[src/rtl/r5p_soc_uart_avm_pkg.sv]
// Shared types and constants for the UART-driven Avalon-MM master.
package r5p_soc_uart_avm_pkg;

  typedef enum logic [2:0] {IDLE, ADDR, DATA, BUS, RESP} state_t;

  localparam logic [7:0] RSP_WR_ACK     = 8'h00;
  localparam int unsigned FRM_ADDR_BYTES = 4;

endpackage

[src/rtl/r5p_soc_uart_phy.sv]
// 8N1 UART line PHY: mid-bit sampling receiver and back-to-back capable transmitter.
module r5p_soc_uart_phy #(
  parameter int unsigned N_BIT = 2
) (
  input  logic       clk,
  input  logic       rst,
  input  logic       rxd,
  output logic [7:0] rx_data,
  output logic       rx_valid,
  output logic       rx_ferr,
  input  logic [7:0] tx_data,
  input  logic       tx_valid,
  output logic       tx_ready,
  output logic       tx_busy,
  output logic       txd
);

  localparam int unsigned CW = (N_BIT > 2) ? $clog2(N_BIT) : 1;
  localparam logic [CW-1:0] BIT_LAST = CW'(N_BIT - 1);
  localparam logic [CW-1:0] BIT_HALF = CW'(N_BIT / 2 - 1);

  logic          rx_s, rx_p, rx_busy;
  logic [CW-1:0] rx_cnt;
  logic [3:0]    rx_bit;
  logic [7:0]    rx_sh;

  // rx_s lags the pin by one cycle; loading BIT_HALF at the edge lands the sample N_BIT/2 after the fall
  always_ff @(posedge clk or posedge rst) begin
    if (rst) begin
      rx_s     <= 1'b1;
      rx_p     <= 1'b1;
      rx_busy  <= 1'b0;
      rx_cnt   <= '0;
      rx_bit   <= '0;
      rx_sh    <= '0;
      rx_data  <= '0;
      rx_valid <= 1'b0;
      rx_ferr  <= 1'b0;
    end else begin
      rx_s     <= rxd;
      rx_p     <= rx_s;
      rx_valid <= 1'b0;
      rx_ferr  <= 1'b0;
      if (!rx_busy) begin
        if (rx_p && !rx_s) begin
          rx_busy <= 1'b1;
          rx_cnt  <= BIT_HALF;
          rx_bit  <= '0;
        end
      end else if (rx_cnt != '0) begin
        rx_cnt <= rx_cnt - 1'b1;
      end else begin
        rx_cnt <= BIT_LAST;
        rx_bit <= rx_bit + 4'd1;
        if (rx_bit == 4'd0) begin
          if (rx_s) rx_busy <= 1'b0;
        end else if (rx_bit <= 4'd8) begin
          rx_sh <= {rx_s, rx_sh[7:1]};
        end else begin
          rx_busy <= 1'b0;
          if (rx_s) begin
            rx_data  <= rx_sh;
            rx_valid <= 1'b1;
          end else begin
            rx_ferr  <= 1'b1;
          end
        end
      end
    end
  end

  logic [CW-1:0] tx_cnt;
  logic [3:0]    tx_bit;
  logic [7:0]    tx_sh;

  // Ready during the last stop-bit cycle so the next start bit follows with no gap
  assign tx_ready = !tx_busy || (tx_bit == 4'd9 && tx_cnt == '0);

  always_ff @(posedge clk or posedge rst) begin
    if (rst) begin
      txd     <= 1'b1;
      tx_busy <= 1'b0;
      tx_cnt  <= '0;
      tx_bit  <= '0;
      tx_sh   <= '0;
    end else if (tx_valid && tx_ready) begin
      txd     <= 1'b0;
      tx_sh   <= tx_data;
      tx_bit  <= '0;
      tx_cnt  <= BIT_LAST;
      tx_busy <= 1'b1;
    end else if (tx_busy) begin
      if (tx_cnt != '0) begin
        tx_cnt <= tx_cnt - 1'b1;
      end else if (tx_bit == 4'd9) begin
        tx_busy <= 1'b0;
      end else begin
        tx_cnt <= BIT_LAST;
        tx_bit <= tx_bit + 4'd1;
        if (tx_bit < 4'd8) begin
          txd   <= tx_sh[0];
          tx_sh <= {1'b0, tx_sh[7:1]};
        end else begin
          txd   <= 1'b1;
        end
      end
    end
  end

endmodule

[src/rtl/r5p_soc_uart_avm.sv]
// UART command frames in, one Avalon-MM read/write per frame, response bytes out.
module r5p_soc_uart_avm
  import r5p_soc_uart_avm_pkg::*;
#(
  parameter int unsigned N_BIT = 2,
  parameter int unsigned AAW   = 32,
  parameter int unsigned ADW   = 32,
  parameter int unsigned TMO   = 65535
) (
  input  logic           clk,
  input  logic           rst,
  input  logic           uart_rxd,
  output logic           uart_txd,
  output logic           avm_read,
  output logic           avm_write,
  output logic [AAW-1:0] avm_address,
  output logic [3:0]     avm_byteenable,
  output logic [ADW-1:0] avm_writedata,
  input  logic [ADW-1:0] avm_readdata,
  input  logic           avm_waitrequest,
  output logic           err
);

  localparam int unsigned TW = $clog2(TMO + 1);

  state_t         state, state_nxt;
  logic [7:0]     rx_data;
  logic           rx_valid, rx_ferr;
  logic           tx_valid, tx_ready, tx_busy, tx_hs;
  logic [1:0]     bcnt;
  logic           wr;
  logic [3:0]     be_r;
  logic [31:0]    addr_sh;
  logic [ADW-1:0] data_sh, rsp_sh;
  logic [2:0]     rsp_left;
  logic [TW-1:0]  tmo_cnt;
  logic           cmd_ok, in_frame, tmo_hit, last_byte, err_nxt;

  r5p_soc_uart_phy #(.N_BIT(N_BIT)) u_phy (
    .clk      (clk),
    .rst      (rst),
    .rxd      (uart_rxd),
    .rx_data  (rx_data),
    .rx_valid (rx_valid),
    .rx_ferr  (rx_ferr),
    .tx_data  (rsp_sh[7:0]),
    .tx_valid (tx_valid),
    .tx_ready (tx_ready),
    .tx_busy  (tx_busy),
    .txd      (uart_txd)
  );

  assign cmd_ok    = (rx_data[3:1] == 3'b000);
  assign in_frame  = (state == ADDR) || (state == DATA);
  assign last_byte = rx_valid && (bcnt == 2'(FRM_ADDR_BYTES - 1));
  // A byte completing on the expiry cycle takes priority over the timeout
  assign tmo_hit   = in_frame && !rx_valid && (tmo_cnt == TW'(TMO));
  assign tx_hs     = tx_valid && tx_ready;

  assign err_nxt = rx_ferr || tmo_hit
                || (rx_valid && state == IDLE && !cmd_ok)
                || (rx_valid && (state == BUS || state == RESP));

  always_ff @(posedge clk or posedge rst) begin
    if (rst) state <= IDLE;
    else     state <= state_nxt;
  end

  always_comb begin
    state_nxt = state;
    unique case (state)
      IDLE: if (rx_valid && cmd_ok) state_nxt = ADDR;
      ADDR: begin
        if (rx_ferr || tmo_hit) state_nxt = IDLE;
        else if (last_byte)     state_nxt = wr ? DATA : BUS;
      end
      DATA: begin
        if (rx_ferr || tmo_hit) state_nxt = IDLE;
        else if (last_byte)     state_nxt = BUS;
      end
      BUS:  if (!avm_waitrequest) state_nxt = RESP;
      RESP: if (rsp_left == 3'd0 && !tx_busy) state_nxt = IDLE;
      default: state_nxt = IDLE;
    endcase
  end

  always_comb begin
    avm_read  = (state == BUS) && !wr;
    avm_write = (state == BUS) && wr;
    tx_valid  = (state == RESP) && (rsp_left != 3'd0);
  end

  always_ff @(posedge clk or posedge rst) begin
    if (rst) begin
      err      <= 1'b0;
      bcnt     <= '0;
      wr       <= 1'b0;
      be_r     <= '0;
      addr_sh  <= '0;
      data_sh  <= '0;
      rsp_sh   <= '0;
      rsp_left <= '0;
    end else begin
      err <= err_nxt;
      unique case (state)
        IDLE: if (rx_valid && cmd_ok) begin
          be_r <= rx_data[7:4];
          wr   <= rx_data[0];
          bcnt <= '0;
        end
        ADDR: if (rx_valid) begin
          addr_sh <= {rx_data, addr_sh[31:8]};
          bcnt    <= bcnt + 2'd1;
        end
        DATA: if (rx_valid) begin
          data_sh <= {rx_data, data_sh[ADW-1:8]};
          bcnt    <= bcnt + 2'd1;
        end
        BUS: if (!avm_waitrequest) begin
          if (wr) begin
            rsp_sh   <= {{(ADW-8){1'b0}}, RSP_WR_ACK};
            rsp_left <= 3'd1;
          end else begin
            rsp_sh   <= avm_readdata;
            rsp_left <= 3'd4;
          end
        end
        RESP: if (tx_hs) begin
          rsp_sh   <= {8'h00, rsp_sh[ADW-1:8]};
          rsp_left <= rsp_left - 3'd1;
        end
        default: ;
      endcase
    end
  end

  always_ff @(posedge clk or posedge rst) begin
    if (rst)                        tmo_cnt <= '0;
    else if (!in_frame || rx_valid) tmo_cnt <= '0;
    else if (tmo_cnt != TW'(TMO))   tmo_cnt <= tmo_cnt + 1'b1;
  end

  assign avm_address    = addr_sh[AAW-1:0];
  assign avm_byteenable = be_r;
  assign avm_writedata  = data_sh;

endmodule
[config.mk]
export PLATFORM = sky130hd
export DESIGN_NAME = r5p_soc_uart_avm
export DESIGN_NICKNAME = d
export VERILOG_FILES = /design/src/rtl/r5p_soc_uart_avm_pkg.sv /design/src/rtl/r5p_soc_uart_phy.sv /design/src/rtl/r5p_soc_uart_avm.sv
export SDC_FILE = /design/constraint.sdc
export NUM_CORES = 1
export LEC_CHECK = 0
export BUFFER_PORTS_ARGS = -buffer_cell sky130_fd_sc_hd__buf_4
export CORE_MARGIN = 1.5
export CORE_UTILIZATION = 30
export CTS_BUF_LIST = sky130_fd_sc_hd__clkbuf_16
export CTS_CLUSTER_SIZE = 20
export DETAILED_ROUTE_END_ITERATION = 7
export PLACE_DENSITY = 0.57
export SYNTH_ARGS = -nofsm -noshare
export SYNTH_HDL_FRONTEND = slang
export SYNTH_HIERARCHICAL = 1
export SYNTH_SLANG_ARGS = --single-unit
[constraint.sdc]
create_clock -name clk -period 10 [get_ports clk]
set_clock_uncertainty 0.2 [all_clocks]
set_input_delay 0 -clock clk [delete_from_list [all_inputs] [get_ports clk]]
set_output_delay 0 -clock clk [all_outputs]
set_load 0.02 [all_outputs]
==> impl_metrics.csv, run 1 <==
group,metric,value,unit
timing,worstMarginPinSlew,0.979,ns
clocking,cts-root-buf,"clkbuf_16",
setup_path,worst-r2r-setup-slack,7.19,ns
finish,design_area,9410,sq um
pwr,p_total,1.50,mW
finish,area_delta_synth_final,28.1,%
timing,hold_viol_final,0,
placed_design,routabilityCongestion,0.759,
timing,rsz0062_at_grt,"false",
route,routed_via_density,4.61,
route,first_iter_violations,250,
setup_path,rr_worst_depth,6,
yosys,synthAdderAreaFrac,1.36,%
global_route,grt_usage,12.6,%
clocking,clk-insertion-delay-late,0.43,ns
floorplanning,start_util,30.4,%
timing,finalSetupTns,0,ns
global_route,grt_overflow,0,
route,first_pass_iters,4,
yosys,ys_ff_latch,167,
finish,drive_above_1_share,33.0,%
pwr,powerDensity,160,nW/um^2
placed_design,port-buffer-count,107,
setup_path,path_class,"flip-flop to flip-flop",
yosys,muxShareOfSynthArea,14.4,%
yosys,synth.distinct_cells,60,
timing,max_freq,356,MHz
setup_path,crit_arrival,2.88,ns
yosys,yosys.area_share.xor_xnor,0.937,%
yosys,syn_area,7350,sq um
finish,final_core_util,38.9,%
setup_path,timing.critical_path.required,10.07,ns
global_route,antenna_found_initial,0,
min_path,hold_start,"uart_rxd",
floorplanning,fp.dieArea,25400,sq um
placed_design,dp.final_hpwl,10.1,mm
timing,post-route-period-util,28.1,%
setup_path,end_kind,"flip-flop",
yosys,synth_edf_count,0,
yosys,synth_top_family_by_area,"multiplexers",
yosys,synth-simple-area-share,13.0,%
finish,multi_input_area,2980,sq um
route,routedWlPerCell,13.9,microns
route,ant_nets,0,
floorplanning,chipWidth,159,microns
setup_path,timing.rr.start,"state[1]$_DFFE_PP0P_",
yosys,synth-main-ff-cell,"dfrtp_1",
pwr,vdd_drop_max,0.0000716,V
yosys,synth_compound_area_share,10.3,%
yosys,synth-seq-area-share,56.9,%
clocking,clock_path_buffers,2,
route,num_vias,5042,
floorplanning,fp.dieH,159,microns
yosys,postSynth.asyncResetShare,100,%
min_path,hold_path_class,"input port to flip-flop",
timing,finalMaxSlewViolations,0,
setup_path,r2r_end,"u_phy/tx_sh[6]$_DFFE_PP0P_",
clocking,cts_buffers,17,
clocking,clk_pin_slew_worst_paths,0.06,ns
min_path,hold_depth,2,
timing,min_period,2.81,ns
floorplanning,num_rows,57,
route,drt-total-wl,15.2,mm
clocking,htree_levels,4,
setup_path,crit_fanout,12,
global_route,grt_max_degree,75,
yosys,syn_inst,620,
yosys,synth.net_count,664,
route,drc,0,
finish,seq_area,4180,sq um
flow_run,max_cap_violations,0,
clocking,cts_tree,"built",
finish,final_nets,801,
pwr,power.leakage,4.44,nW
placed_design,placed_area,8480,sq um
timing,setup_viol,0,
global_route,grt_pass1_vias,4913,
floorplanning,io_pins,108,
clocking,cts.sinks,167,
min_path,whs_endpoint,"u_phy/rx_s$_DFF_PP1_",
yosys,syn_area_per_cell,11.8,sq um
finish,fill_cells,2373,
yosys,yosys_warnings,6,
global_route,grt_pass1_wl,25.7,mm
clocking,cts_setup_buffers,0,
outcome,outcome,"finished, final reports clean",
setup_path,start_kind,"flip-flop",
floorplanning,core,24200,sq um
timing,relSlewSlack,34.7,%
finish,antenna_cells,0,
-- final cells by class --
type | count | share of cell area (%)
Clock buffer | 17 | 4.52
Clock inverter | 15 | 1.66
Inverter | 14 | 0.585
Multi-Input combinational cell | 408 | 31.6
Sequential cell | 167 | 44.5
Tap cell | 324 | 4.31
Timing Repair Buffer | 149 | 12.8
-- repair_timing --
item,4_1_cts,5_1_grt
resized for setup,0,0
hold buffers,35,0
hold endpoints to repair,129,0
setup endpoints to repair,0,0
-- worst max path at each step --
| stage | start | to | slack, ns | cells after the start |
|---|---|---|---|---|
| after floorplan | rst | avm_address[0]$_DFFE_PP0P_ | 6.44 | 1 |
| after CTS | state[1]$_DFFE_PP0P_ | u_phy/tx_sh[6]$_DFFE_PP0P_ | 7.19 | 6 |
| final | state[1]$_DFFE_PP0P_ | u_phy/tx_sh[6]$_DFFE_PP0P_ | 7.19 | 6 |
| after detailed placement | state[1]$_DFFE_PP0P_ | u_phy/tx_sh[6]$_DFFE_PP0P_ | 7.21 | 6 |
| after global routing | state[2]$_DFFE_PP0P_ | u_phy/tx_sh[3]$_DFFE_PP0P_ | 6.99 | 6 |
| after global placement | state[1]$_DFFE_PP0P_ | u_phy/tx_sh[6]$_DFFE_PP0P_ | 7.28 | 6 |
-- layer usage --
metal  wire (microns)  part of all wire (%)  up-vias  track usage, %
li1                 -                     -     2508               -
met1             7280                    48     2478            16.8
met2             7430                    49       42            20.1
met3              309                   2.0       14            2.81
met4              184                   1.2        0            4.50
met5                0                     0        -               0
-- per-stage QoR --
step,setup slack [ns],hold slack [ns],cells
after floorplan,6.44,-0.196,620
after global placement,7.28,-0.0835,1027
after detailed placement,7.21,-0.0852,1027
after CTS,7.19,0.00314,1094
after global routing,6.99,0.0232,1094
final,7.19,0.0271,1094
-- registers in the layout (all words and copies together), names as in the netlist, 2 cells and up --
register        count
avm_address        32
avm_byteenable      4
avm_writedata      32
bcnt                2
rsp_left            3
rsp_sh             32
state               3
tmo_cnt            16
u_phy/rx_bit        4
u_phy/rx_data       8
u_phy/rx_sh         8
u_phy/tx_bit        4
u_phy/tx_sh         8
-- power breakdown --
group	internal (mW)	leakage, nW	switching (mW)	total, mW
clock	0.353	0.291	0.293	0.647
combinational	0.0694	1.86	0.0577	0.127
sequential	0.705	2.30	0.0249	0.730
-- cell usage after synthesis, drive strengths merged, types with 14 or more instances --
library cell	number	area (sq um)
nor2	28	105
inv	14	52.6
dfrtp	164	4100
nand2	57	214
clkbuf	16	61.3
buf	15	105
mux2	88	991
nor3b	28	225
o21ai	43	215
a21oi	51	263
-- cell usage in the layout, fill, tap and decap left out, types with 4 or more instances in the layout --
master | netlist | layout
nor3b_1 | 25 | 25
nand2_1 | 57 | 57
mux2i_1 | 7 | 7
or4_1 | 7 | 7
inv_1 | 14 | 12
mux2_2 | 88 | 88
nand4_1 | 4 | 4
nor3_1 | 5 | 5
or3_1 | 4 | 4
ha_1 | 8 | 8
nand3_1 | 8 | 8
o31ai_1 | 6 | 6
a21oi_1 | 49 | 49
o21ai_0 | 43 | 43
clkbuf_16 | 0 | 17
xnor2_1 | 4 | 4
dfrtp_1 | 164 | 164
buf_4 | 2 | 114
inv_6 | 0 | 5
nand2b_1 | 8 | 8
nor2_1 | 28 | 28
dlygate4sd3_1 | 0 | 35
-- critical path, stage by stage, from the launching register on --
cell,delay (ns)
dfrtp_1,0.56
or3b_2,0.61
a21oi_1,0.34
nand3b_1,0.20
or3b_2,0.47
a32oi_1,0.20
a21oi_1,0.09
-- kinds of logic after synthesis --
kind of cell | after synthesis
and+or+nand+nor | 171
xor gates and xnor gates | 7
DFF | 167
adders and majority gates | 8
muxes | 95
buffers and inverters | 45
AOI/OAI and AO/OA | 127
Note: power is estimated with default switching activity, not from simulation.
==> run 2, diff against run 1 <==
ABC_AREA = 1   (was not set)
PLACE_DENSITY = 0.59   (was 0.57)
clock period = 2.5 ns   (was 10 ns; I/O delays follow)
==> run 2 against run 1 <==
Effect of this change: synthesized area increased by 1.4%; critical path depth increased by 6; synthesized cell count grew 37%; routed wire length is 7.4% higher; sequential power rose to 5.5 times the previous value; utilization grew 0.41 points; via count increased by 18%; worst hold slack better by 0.026 ns; critical endpoint is now rsp_left[0]$_DFFE_PP0P_; largest power group unchanged.
==> impl_metrics.csv, run 2 <==
group,metric,value,unit
finish,fin_cells,1331,
timing,max_freq,466,MHz
setup_path,timing.rr.start,"u_phy/tx_bit[1]$_DFFE_PP0P_",
route,drt-total-wl,16.3,mm
timing,hold_viol_final,0,
timing,finalMaxSlewViolations,0,
yosys,syn_area,7450,sq um
yosys,yosysMostFrequentCell,"nand2_1",
setup_path,critPathBufInv,2,
yosys,synth_edf_count,0,
timing,min_period,2.15,ns
setup_path,rr_worst_depth,12,
placed_design,dp_slack,0.260,ns
route,drc,0,
yosys,synth_area_leader_cell,"dfrtp_1",
finish,drive_above_1_share,20.3,%
route,num_vias,5949,
floorplanning,num_rows,57,
placed_design,routabilityCongestion,0.814,
finish,layout_common_cells,"nand2_1, dfrtp_1, buf_4",
setup_path,timing.critical_path.required,2.65,ns
floorplanning,core,24300,sq um
setup_path,r2r_end,"rsp_left[0]$_DFFE_PP0P_",
global_route,grt_overflow,0,
setup_path,slowest_stage,"dfrtp_1",
setup_path,crit_family,"simple AND/OR/NAND/NOR gates",
yosys,synth.area.top_cells,"dfrtp_1, nand2_1, inv_1, o21ai_0, nor2_1",
pwr,pwr-share-comb,33.2,%
placed_design,dp.final_hpwl,11.0,mm
timing,post-route-period-util,85.9,%
yosys,syn_area_per_cell,8.75,sq um
floorplanning,start_util,30.6,%
timing,whs,0.0531,ns
outcome,outcome,"finished, final reports clean",
clocking,cts.sinks,167,
yosys,ys_ff_latch,167,
flow_run,max_cap_violations,0,
timing,rsz0062_at_grt,"false",
route,wl_met3,1.01,mm
clocking,cts-root-buf,"clkbuf_16",
yosys,synth-main-ff-cell,"dfrtp_1",
setup_path,slowest_delay,0.41,ns
setup_path,path_class,"flip-flop to flip-flop",
global_route,grt_usage,13.3,%
global_route,grt_pass1_vias,5599,
finish,fill_cells,2448,
timing,timing.final.ws_setup,0.352,ns
clocking,cts_buffers,17,
setup_path,crit_arrival,2.30,ns
timing,worstMarginPinSlew,0.812,ns
global_route,antenna_found_initial,0,
floorplanning,chipWidth,161,microns
finish,antenna_cells,0,
route,routed_via_density,4.47,
setup_path,worst-r2r-setup-slack,0.35,ns
finish,area_delta_synth_final,28.5,%
pwr,vdd_drop_max,0.000495,V
pwr,p_int,6.11,mW
setup_path,start_kind,"flip-flop",
pwr,clkPwrFrac,26.2,%
route,met1_length,8.31,mm
yosys,synth.distinct_cells,39,
route,first_iter_violations,525,
route,top_layer_used,"met4",
pwr,p_switching,3.85,mW
route,ant_nets,0,
pwr,power.leakage,4.86,nW
pwr,swShare,38.6,%
yosys,synth.net_count,895,
setup_path,crit_fanout,43,
setup_path,crit_chain,"inv_1 -> ha_1 -> nand2_1 -> nor2_1 -> nand2_1 -> nand2_1 -> nand2_1 -> nand2_1 -> nand3_4 -> inv_4 -> o211ai_1 -> o21ai_1",
yosys,yosys_warnings,6,
pwr,power_frac_seq,40.6,%
floorplanning,fp.dieArea,25800,sq um
placed_design,port-buffer-count,107,
floorplanning,io_pins,108,
finish,design_area,9570,sq um
clocking,htree_levels,4,
finish,final_core_util,39.3,%
global_route,grt_max_degree,101,
timing,setup_viol,0,
timing,relSlewSlack,45.9,%
global_route,grt_pass1_wl,28.1,mm
clocking,clk-insertion-delay-late,0.42,ns
pwr,powerDensity,1040,nW/um^2
floorplanning,fp.dieH,161,microns
route,first_pass_iters,5,
yosys,syn_inst,851,
min_path,hold_path_class,"input port to async pin",
placed_design,placed_cells_incl_taps,1263,
finish,final_nets,1038,
yosys,synthTopCellsByCount,"nand2_1, dfrtp_1, inv_1",
timing,finalSetupTns,0,ns
clocking,cts_tree,"built",
pwr,p_total,9.96,mW
setup_path,end_kind,"flip-flop",
yosys,synth-seq-area-share,56.2,%
route,routedWlPerCell,12.3,microns
yosys,yosysTopAreaCellShare,55.1,%
yosys,postSynth.asyncResetShare,100,%
setup_path,cpMostUsedCell,"nand2_1",
clocking,clk_pin_slew_worst_paths,0.07,ns
route,met2_length,6.88,mm
placed_design,placed_area,8600,sq um
finish,final_common_cell,"nand2_1",
clocking,clock_path_buffers,2,
[run 2: final cells by class]
type | count | area [sq um] | share of cell area (%)
clock buffer | 17 | 425 | 4.45
tap | 324 | 405 | 4.24
inverter | 100 | 382 | 3.99
clock inverter | 15 | 179 | 1.87
multi-input combinational | 555 | 2730 | 28.5
timing repair buffer | 153 | 1260 | 13.2
sequential | 167 | 4180 | 43.7
[run 2: what timing repair did]
action,in CTS,in global routing
endpoints found under the hold margin,204,0
setup buffers,0,0
hold buffers,36,0
endpoints found under the setup margin,0,8
gates resized for setup,0,1
[run 2: worst max-delay path by stage]
stage	start	endpoint	slack, ns	depth (start not counted)
2_1_floorplan	state[1]$_DFFE_PP0P_	u_phy/txd$_DFFE_PP1P_	0.51	10
3_3_place_gp	rsp_left[0]$_DFFE_PP0P_	u_phy/tx_sh[1]$_DFFE_PP0P_	0.34	11
3_5_place_dp	rsp_left[0]$_DFFE_PP0P_	u_phy/tx_sh[3]$_DFFE_PP0P_	0.26	11
4_1_cts	rsp_left[0]$_DFFE_PP0P_	u_phy/tx_sh[3]$_DFFE_PP0P_	0.21	11
5_1_grt	rsp_left[0]$_DFFE_PP0P_	u_phy/tx_sh[4]$_DFFE_PP0P_	0.05	11
6_report	u_phy/tx_bit[1]$_DFFE_PP0P_	rsp_left[0]$_DFFE_PP0P_	0.35	12
[run 2: cells by family (layout without fill, tap and decap cells)]
kind of cell,count (synthesis),count (layout),share of synthesized area [%]
compound gates,138,138,11.2
buf+inv,129,285,7.33
flops,167,167,56.2
xor+xnor,7,7,0.823
fa+ha+maj,8,8,1.34
simple gates,398,398,22.5
mux,4,4,0.605
[run 2: power groups by stage]
stage / combinational, mW / clock (mW) / sequential (mW)
final: 3.31 / 2.61 / 4.04
after global routing: 3.78 / 2.80 / 4.14
after CTS: 3.35 / 2.70 / 4.05
after detailed placement: 3.29 / 0 / 4.09
after global placement: 3.23 / 0 / 4.08
after floorplan: 2.13 / 0 / 4.26
[run 2: worst register-to-register path, cell delays in order, from the launching register on]
cell and delay [ns]:
dfrtp_1 0.41, inv_1 0.07, ha_1 0.16, nand2_1 0.06, nor2_1 0.09, nand2_1 0.07, nand2_1 0.12, nand2_1 0.06
nand2_1 0.09, nand3_4 0.09, inv_4 0.36, o211ai_1 0.18, o21ai_1 0.12
[run 2: routing by layer]
metal	GRT usage [%]	vias to the layer above
met3	3.87	11
met1	19.3	2786
met4	3.36	0
met5	0	-
li1	-	2990
met2	19.5	162
==> run 3, diff against run 2 <==
RECOVER_POWER = 100   (was not set)
==> run 3 against run 2 <==
Effect of this change: global-route usage unchanged; clock power about the same; critical path depth decreased by 2; flip-flop and latch count unchanged; die area unchanged; power decreased by 3.6%; sequential power about the same; worst hold slack improved by 0.025 ns; first-iteration DRC count decreased by 12%; critical endpoint is now state[1]$_DFFE_PP0P_.
==> impl_metrics.csv, run 3 (synthesis results as in run 2) <==
group,metric,value,unit
global_route,grt-busiest-layer,"met2",
global_route,use_met2,19.5,%
setup_path,start_kind,"flip-flop",
route,ant_nets,0,
clocking,clk-insertion-delay-late,0.43,ns
timing,setup_viol,0,
route,drc,0,
finish,final_common_cell,"nand2_1",
finish,design_area,9140,sq um
placed_design,placed_area,8600,sq um
global_route,grt_pass1_vias,5599,
clocking,cts.sinks,167,
timing,timing.final.ws_setup,0.234,ns
finish,layout_common_cells,"nand2_1, dfrtp_1, inv_1",
floorplanning,core,24300,sq um
setup_path,cp_num_cells,10,
setup_path,worst-r2r-setup-slack,0.23,ns
global_route,grt_overflow,0,
placed_design,placed_cells_incl_taps,1263,
global_route,grt_usage,13.3,%
floorplanning,start_util,30.6,%
setup_path,cpMostUsedCell,"nand2_1",
timing,hold_viol_final,0,
setup_path,crit_arrival,2.38,ns
setup_path,crit_end,"state[1]$_DFFE_PP0P_",
clocking,cts-root-buf,"clkbuf_16",
timing,post-route-period-util,90.6,%
setup_path,slowest_delay,0.38,ns
timing,relSlewSlack,6.68,%
placed_design,routabilityCongestion,0.814,
clocking,cts_tree,"built",
global_route,gr-usage-met3,3.87,%
setup_path,crit_path_start,"tmo_cnt[0]$_DFFE_PP0N_",
outcome,outcome,"finished, final reports clean",
finish,area_delta_synth_final,22.7,%
global_route,antenna_found_initial,0,
route,num_vias,5955,
timing,max_freq,441,MHz
timing,finalMaxSlewViolations,0,
clocking,htree_levels,4,
route,drt-total-wl,16.5,mm
clocking,clk_pin_slew_worst_paths,0.07,ns
setup_path,end_kind,"flip-flop",
placed_design,dp.final_hpwl,11.0,mm
finish,fill_cells,2568,
floorplanning,fp.dieArea,25800,sq um
timing,finalSetupTns,0,ns
route,routed_via_density,4.47,
placed_design,port-buffer-count,107,
setup_path,slowest_stage,"dfrtp_1",
flow_run,max_cap_violations,0,
global_route,grt_pass1_wl,28.1,mm
clocking,clock_path_buffers,2,
finish,antenna_cells,0,
setup_path,crit_family,"simple AND/OR/NAND/NOR gates",
route,first_pass_iters,5,
floorplanning,fp.dieH,161,microns
setup_path,r2r_end,"state[1]$_DFFE_PP0P_",
placed_design,dp_slack,0.260,ns
timing,worstMarginPinSlew,1.40,ns
clocking,cts_buffers,17,
finish,final_nets,1038,
finish,fin_cells,1331,
setup_path,timing.critical_path.required,2.62,ns
pwr,powerDensity,1050,nW/um^2
global_route,grt_use_met1,19.3,%
setup_path,timing.rr.start,"tmo_cnt[0]$_DFFE_PP0N_",
setup_path,crit_fanout,10,
timing,rsz0062_at_grt,"false",
floorplanning,num_rows,57,
pwr,vdd_drop_max,0.000486,V
setup_path,crit_chain,"ha_1 -> nand2_1 -> nor2_1 -> nand2_1 -> nor2_1 -> nand2_2 -> nand4_1 -> nand2_1 -> nand2_1 -> nand2_1",
setup_path,path_class,"flip-flop to flip-flop",
floorplanning,chipWidth,161,microns
global_route,grt_max_degree,101,
setup_path,rr_worst_depth,10,
route,first_iter_violations,463,
floorplanning,io_pins,108,
timing,min_period,2.27,ns
pwr,power.leakage,4.51,nW
route,routedWlPerCell,12.4,microns
min_path,hold_path_class,"input port to flip-flop",
finish,drive_above_1_share,10.2,%
setup_path,critPathBufInv,0,
pwr,p_total,9.60,mW
## run 3: cell count changes in the layout (fill, tap and decap cells not counted), moves of 6 or more
cell,delta
nand3_2,-6
o21ai_2,-8
clkbuf_1,+75
buf_4,-79
o21ai_0,+11
nand3_1,+7
## run 3: metrics by stage
stage	util, %	hold slack [ns]
after global routing	37.6	0.0610
after global placement	35.3	-0.278
after CTS	39.3	0.0339
after floorplan	-	-0.196
after detailed placement	35.3	-0.280
final	37.6	0.0780
## run 3: what timing repair did
action / in CTS / in global routing
endpoints found under the setup margin: 0 / 8
buffers inserted: 0 / 0
endpoints found under the hold margin: 204 / 0
hold buffers: 36 / 0
resized for setup: 0 / 1
## run 3: worst reg2reg max path, cell delays in order, from the launching register on
cell,delay (ns)
dfrtp_1,0.38
ha_1,0.18
nand2_1,0.09
nor2_1,0.15
nand2_1,0.12
nor2_1,0.37
nand2_2,0.22
nand4_1,0.23
nand2_1,0.10
nand2_1,0.07
nand2_1,0.05
## run 3: area by class of cell
cell class,count,area [sq um],share of cell area (%)
well taps,324,405,4.44
flip-flops and latches,167,4180,45.8
repair buffers,153,947,10.4
clock buffers,17,425,4.66
clock inverters,15,179,1.96
multi-input cells,555,2620,28.6
inverters,100,379,4.15
## run 3: report_power, final
| group | internal, mW | switching [mW] |
|---|---|---|
| Clock | 1.35 | 1.26 |
| Sequential | 3.51 | 0.520 |
| Combinational | 0.971 | 1.99 |
## run 3: worst min path at each step
stage	start	to	depth (start not counted)
floorplan	uart_rxd	u_phy/rx_s$_DFF_PP1_	0
global placement	rst	u_phy/tx_sh[7]$_DFFE_PP0P_	2
detailed placement	rst	u_phy/tx_sh[7]$_DFFE_PP0P_	2
CTS	uart_rxd	u_phy/rx_s$_DFF_PP1_	2
global route	uart_rxd	u_phy/rx_s$_DFF_PP1_	2
finish	uart_rxd	u_phy/rx_s$_DFF_PP1_	2
## run 3: per-layer routing
metal / share of wire [%] / vias up
met3: 6.1 / 16
met4: 0.96 / 0
met5: 0 / -
li1: - / 2987
met1: 51 / 2786
met2: 42 / 166
